<file path="config.mk">
export PLATFORM = sky130hd
export DESIGN_NAME = sa_cache_refill_ctrl
export DESIGN_NICKNAME = d
export VERILOG_FILES = /design/src/rtl/sa_cache_refill_ctrl.sv
export SDC_FILE = /design/constraint.sdc
export NUM_CORES = 2
export LEC_CHECK = 0
export BUFFER_PORTS_ARGS = -buffer_cell sky130_fd_sc_hd__buf_4
export CAP_MARGIN = 15
export CORE_AREA = 8 8 453 455
export CTS_CLUSTER_SIZE = 25
export DETAILED_ROUTE_END_ITERATION = 6
export DIE_AREA = 0 0 461 463
export PLACE_DENSITY_LB_ADDON = 0.2
export SLEW_MARGIN = 30
export SYNTH_ARGS = -nofsm -noshare
export SYNTH_HDL_FRONTEND = slang
export SYNTH_SLANG_ARGS = --single-unit
export TNS_END_PERCENT = 5
</file>
<file path="constraint.sdc">
create_clock -name clk -period 45 [get_ports clk]
set_clock_uncertainty 0.15 [all_clocks]
set_input_delay 13.5 -clock clk [delete_from_list [all_inputs] [get_ports clk]]
set_output_delay 13.5 -clock clk [all_outputs]
set_load 0.02 [all_outputs]
</file>
<file path="src/rtl/sa_cache_refill_ctrl.sv">
// Miss sequencer between the set-associative cache and the word-wide memory bus.
// Optional per-beat ack watchdog enabled by defining SA_REFILL_TIMEOUT_EN.
module sa_cache_refill_ctrl #(
  parameter int LINE_SIZE_BYTES = 64,
  parameter int DATA_WIDTH      = 32,
  parameter int ADDRESS_WIDTH   = 32,
  parameter int OFFSET_BITS     = 6,
  parameter int TIMEOUT_CYCLES  = 255
) (
  input  logic                         clk,
  input  logic                         rst,
  input  logic                         i_cache_miss,
  input  logic [ADDRESS_WIDTH-1:0]     i_miss_addr,
  input  logic                         i_evict,
  input  logic [LINE_SIZE_BYTES*8-1:0] i_evict_line,
  input  logic [ADDRESS_WIDTH-1:0]     i_evict_addr,
  output logic [LINE_SIZE_BYTES*8-1:0] o_fill_line,
  output logic                         o_fill_valid,
  output logic                         o_mem_req,
  output logic                         o_mem_we,
  output logic [ADDRESS_WIDTH-1:0]     o_mem_addr,
  output logic [DATA_WIDTH-1:0]        o_mem_wdata,
  input  logic                         i_mem_ack,
  input  logic [DATA_WIDTH-1:0]        i_mem_rdata,
  output logic                         o_busy,
  output logic                         o_err
);

  localparam int LINE_W         = LINE_SIZE_BYTES * 8;
  localparam int BEATS          = LINE_W / DATA_WIDTH;
  localparam int BEAT_W         = $clog2(BEATS);
  localparam int BYTES_PER_BEAT = DATA_WIDTH / 8;

  typedef enum logic [2:0] {
    S_IDLE,
    S_WB,
    S_FILL,
    S_RESP,
    S_HOLD
  } state_e;

  state_e                     state_q, state_d;
  logic [BEAT_W-1:0]          beat_q, beat_d;
  logic [ADDRESS_WIDTH-1:0]   miss_base_q, miss_base_d;
  logic [ADDRESS_WIDTH-1:0]   evict_base_q, evict_base_d;
  logic [LINE_W-1:0]          evict_line_q, evict_line_d;
  logic [LINE_W-1:0]          fill_buf_q, fill_buf_d;
  logic                       last_beat;
  logic [ADDRESS_WIDTH-1:0]   beat_offset;

`ifdef SA_REFILL_TIMEOUT_EN
  localparam int WDOG_W = $clog2(TIMEOUT_CYCLES + 1);
  logic [WDOG_W-1:0]          wdog_q, wdog_d;
  logic                       err_q, err_d;
`endif

  assign last_beat   = (beat_q == BEAT_W'(BEATS - 1));
  assign beat_offset = ADDRESS_WIDTH'(beat_q) * ADDRESS_WIDTH'(BYTES_PER_BEAT);

  always_ff @(posedge clk or posedge rst) begin
    if (rst) begin
      state_q      <= S_IDLE;
      beat_q       <= '0;
      miss_base_q  <= '0;
      evict_base_q <= '0;
      evict_line_q <= '0;
      fill_buf_q   <= '0;
`ifdef SA_REFILL_TIMEOUT_EN
      wdog_q       <= '0;
      err_q        <= 1'b0;
`endif
    end else begin
      state_q      <= state_d;
      beat_q       <= beat_d;
      miss_base_q  <= miss_base_d;
      evict_base_q <= evict_base_d;
      evict_line_q <= evict_line_d;
      fill_buf_q   <= fill_buf_d;
`ifdef SA_REFILL_TIMEOUT_EN
      wdog_q       <= wdog_d;
      err_q        <= err_d;
`endif
    end
  end

  always_comb begin
    state_d      = state_q;
    beat_d       = beat_q;
    miss_base_d  = miss_base_q;
    evict_base_d = evict_base_q;
    evict_line_d = evict_line_q;
    fill_buf_d   = fill_buf_q;
`ifdef SA_REFILL_TIMEOUT_EN
    wdog_d       = wdog_q;
    err_d        = err_q;
`endif
    case (state_q)
      S_IDLE: begin
        if (i_cache_miss) begin
          miss_base_d  = {i_miss_addr[ADDRESS_WIDTH-1:OFFSET_BITS], {OFFSET_BITS{1'b0}}};
          evict_base_d = {i_evict_addr[ADDRESS_WIDTH-1:OFFSET_BITS], {OFFSET_BITS{1'b0}}};
          evict_line_d = i_evict_line;
          beat_d       = '0;
          state_d      = i_evict ? S_WB : S_FILL;
        end
      end
      S_WB: begin
        if (i_mem_ack) begin
          if (last_beat) begin
            beat_d  = '0;
            state_d = S_FILL;
          end else begin
            beat_d = beat_q + 1'b1;
          end
        end
      end
      S_FILL: begin
        if (i_mem_ack) begin
          fill_buf_d[int'(beat_q)*DATA_WIDTH +: DATA_WIDTH] = i_mem_rdata;
          if (last_beat) begin
            beat_d  = '0;
            state_d = S_RESP;
          end else begin
            beat_d = beat_q + 1'b1;
          end
        end
      end
      S_RESP: state_d = S_HOLD;
      // a miss flag still high here belongs to the refill just delivered
      S_HOLD: begin
        if (!i_cache_miss) state_d = S_IDLE;
      end
      default: state_d = S_IDLE;
    endcase
`ifdef SA_REFILL_TIMEOUT_EN
    if (state_q == S_IDLE && i_cache_miss) begin
      wdog_d = '0;
      err_d  = 1'b0;
    end else if (state_q == S_WB || state_q == S_FILL) begin
      if (i_mem_ack) begin
        wdog_d = '0;
      end else if (wdog_q == WDOG_W'(TIMEOUT_CYCLES - 1)) begin
        // release the cache with whatever the buffer holds
        wdog_d  = '0;
        err_d   = 1'b1;
        beat_d  = '0;
        state_d = S_RESP;
      end else begin
        wdog_d = wdog_q + 1'b1;
      end
    end
`endif
  end

  assign o_mem_req    = (state_q == S_WB) || (state_q == S_FILL);
  assign o_mem_we     = (state_q == S_WB);
  assign o_mem_addr   = (state_q == S_WB)   ? evict_base_q + beat_offset :
                        (state_q == S_FILL) ? miss_base_q + beat_offset : '0;
  assign o_mem_wdata  = (state_q == S_WB) ? evict_line_q[int'(beat_q)*DATA_WIDTH +: DATA_WIDTH] : '0;
  assign o_fill_valid = (state_q == S_RESP);
  assign o_fill_line  = fill_buf_q;
  assign o_busy       = (state_q != S_IDLE);

`ifdef SA_REFILL_TIMEOUT_EN
  assign o_err = err_q;
`else
  // constant 0; the timeout parameter is kept so both builds share one interface
  assign o_err = (TIMEOUT_CYCLES < 0);
`endif

endmodule

</file>
==> flow_summary.json <==
{
  "period_needed_ns": 18.62,
  "cts_buffer_depth": 3,
  "grt_antenna_before_repair": 52,
  "row_count": 164,
  "crit_arrival_ns": 4.97,
  "crit_chain": "buf_4 > buf_4 > buf_4 > mux4_2 > a22oi_1 > nand2_1 > buf_4",
  "area_growth_pct": 36.0,
  "cts_inserted_buffers": 133,
  "final_common_cell": "buf_4",
  "grt_pass1_wl_um": 282000,
  "clkTransAtPathRegs_ns": 0.06,
  "path_buf_inv": 4,
  "rsz0062_at_grt": "false",
  "synth_warnings": 0,
  "crit_path_max_incr_delay_ns": 0.75,
  "placed_cell_area_um2": 56800,
  "die_height_um": 463,
  "rrSetupSlack_ns": 40.24,
  "gr-usage-met3_pct": 7.60,
  "drv_slew": 0,
  "synth_edf_count": 0,
  "tritoncts": "done",
  "post_drt_wl_per_cell_um": 27.4,
  "final_util_pct": 31.0,
  "synth.top_cell.area_share_pct": 60.0,
  "setup_viol": 0,
  "synth-seq-cells": 1083,
  "grt_max_degree": 171,
  "drive_above_1_share_pct": 46.5,
  "p_per_area_nw_per_um2": 63.3,
  "top_usage_layer": "met2",
  "netlist_area_um2": 45200,
  "vias": 33300,
  "post-route-period-util_pct": 41.4,
  "placedCellCount": 7132,
  "cts-resized-gates": 0,
  "ys_types": 56,
  "drc_errors": 0,
  "tightest_slew_ns": 0.964,
  "max-cap-violations": 0,
  "critPathLaunchType": "flop",
  "met1_usage_pct": 21.1,
  "grt_usage_pct": 18.3,
  "yosysSeqAreaShare_pct": 60.0,
  "ctsHtreeMaxLevel": 4,
  "critPathTopFamily": "buffers and inverters",
  "crit_path_frequent_cell": "buf_4",
  "postCtsHoldBufs": 0,
  "place.gp.congestion": 0.809,
  "nNetsFinal": 5232,
  "pin_count": 1194,
  "clock-sinks": 1083,
  "start_util_pct": 22.8,
  "finalNonFillerCells": 7401,
  "hold_class": "reg2reg",
  "cp_max_fo": 36,
  "drtPass1Iterations": 5,
  "ant_nets": 0,
  "routed_wl_um": 202000,
  "yosysTopAreaCell": "dfrtp_1",
  "drt_iter0_drc": 2103,
  "final_area_um2": 61400,
  "synthArstFlopShare_pct": 100,
  "cp-end-kind": "output port",
  "insertion_delay_ns": 0.78,
  "hold_viol": 0,
  "status": "complete, no violations",
  "tns_ns": 0,
  "cts-root-buf": "clkbuf_16",
  "core_um2": 198000,
  "ys.flop_type": "dfrtp_1",
  "yosys-top-cells-area": "dfrtp_1, mux2_2, mux4_2",
  "leakagePower_nw": 27.9,
  "post-cts-setup-buffers": 0,
  "slew_headroom_pct": 35.8,
  "viasPerCell": 4.50,
  "avgSynthCellArea_um2": 12.9,
  "cp.required_ns": 31.35,
  "grt_pass1_vias": 34600,
  "dp.final_hpwl_um": 152000,
  "fmax_ghz": 0.0537,
  "io_buffers": 1178,
  "mostFrequentLayoutCells": "buf_4, dfrtp_1, mux2_2, nand2_1, o21ai_0",
  "overflow": 0,
  "crit_type": "reg2out",
  "die-area_um2": 213000,
  "met2_usage_pct": 31.1,
  "irDropWorstVdd_v": 0.0000345,
  "die_w_um": 461,
  "syn_inst": 3507,
  "slowest_stage": "buf_4"
}
through the flow:
stage / setup slack (ns) / total power, mW / hold slack, ns
finish: 26.38 / 3.89 / 0.327
global route: 25.89 / 4.09 / 0.346
floorplan: 0.861 / 2.30 / 0.325
global placement: 25.58 / 2.82 / 0.312
detailed placement: 25.56 / 2.84 / 0.319
CTS: 26.05 / 3.96 / 0.331
area by class of cell:
| cell class | count | area [um^2] |
|---|---|---|
| multi-input cells | 2074 | 16700 |
| flip-flops and latches | 1083 | 27100 |
| well taps | 2656 | 3320 |
| clock inverters | 38 | 571 |
| inverters | 71 | 279 |
| repair buffers | 1250 | 9470 |
| diodes | 30 | 75.1 |
| clock buffers | 199 | 3890 |
| fillers | 20500 | 137000 |
path summary, 6_finish.rpt:
kind                                        from                to  depth (start not counted)
worst max-delay path                   beat_q[0]   o_mem_wdata[28]                          7
worst min-delay path            o_fill_line[175]  o_fill_line[175]                          2
max in group asynchronous                    rst  o_fill_line[146]                          9
worst max register to register        state_q[0]  evict_line_q[45]                          6
min in group asynchronous                    rst   miss_base_q[15]                          2
worst min register to register  o_fill_line[175]  o_fill_line[175]                          2
kinds of logic (layout without fill, tap and decap cells):
logic type / count (synthesis) / after routing / share of synthesized area, %
flip-flops: 1083 / 1083 / 60.0
XOR/XNOR: 3 / 3 / 0.0582
adder cells (fa/ha/maj): 6 / 6 / 0.166
other: 1 / 33 / 0.00830
multiplexers: 743 / 743 / 21.6
AND/OR/NAND/NOR: 725 / 725 / 6.68
AO/OA/AOI/OAI: 594 / 594 / 8.12
buffers and inverters: 352 / 1558 / 3.34
where the power goes:
group | switching, mW | internal, mW
combinational | 0.696 | 0.636
sequential | 0.187 | 1.27
clock | 0.453 | 0.644
total | 1.34 | 2.55
synth_stat cells, types with 26 or more instances:
cell      instances
a22o_1           48
a22oi_1          64
buf_2           107
clkbuf_1        158
dfrtp_1        1083
inv_1            70
mux2_2          582
mux2i_1          33
mux4_2          128
nand2_1         574
nand3_1          90
o21ai_0         345
o21ai_1          26
o31ai_1          78
sequential cells by signal, indices dropped and copies added (netlist names):
signal,count
evict_line_q,512
o_fill_line,512
evict_base_q,26
miss_base_q,26
beat_q,4
state_q,3
worst reg2reg max path: cells and delay by family (launching register included):
kind          cells  cell delay, ns
flops             1            0.53
simple gates      2            1.12
buf+inv           3            2.33
mux               1            0.50
routing by layer:
metal / share of wire, % / routed length (um)
met3: 9.8 / 19800
met1: 38 / 77300
met2: 49 / 99100
met5: 0.16 / 316
met4: 3.0 / 6000
(Power assumes the default switching activity.)
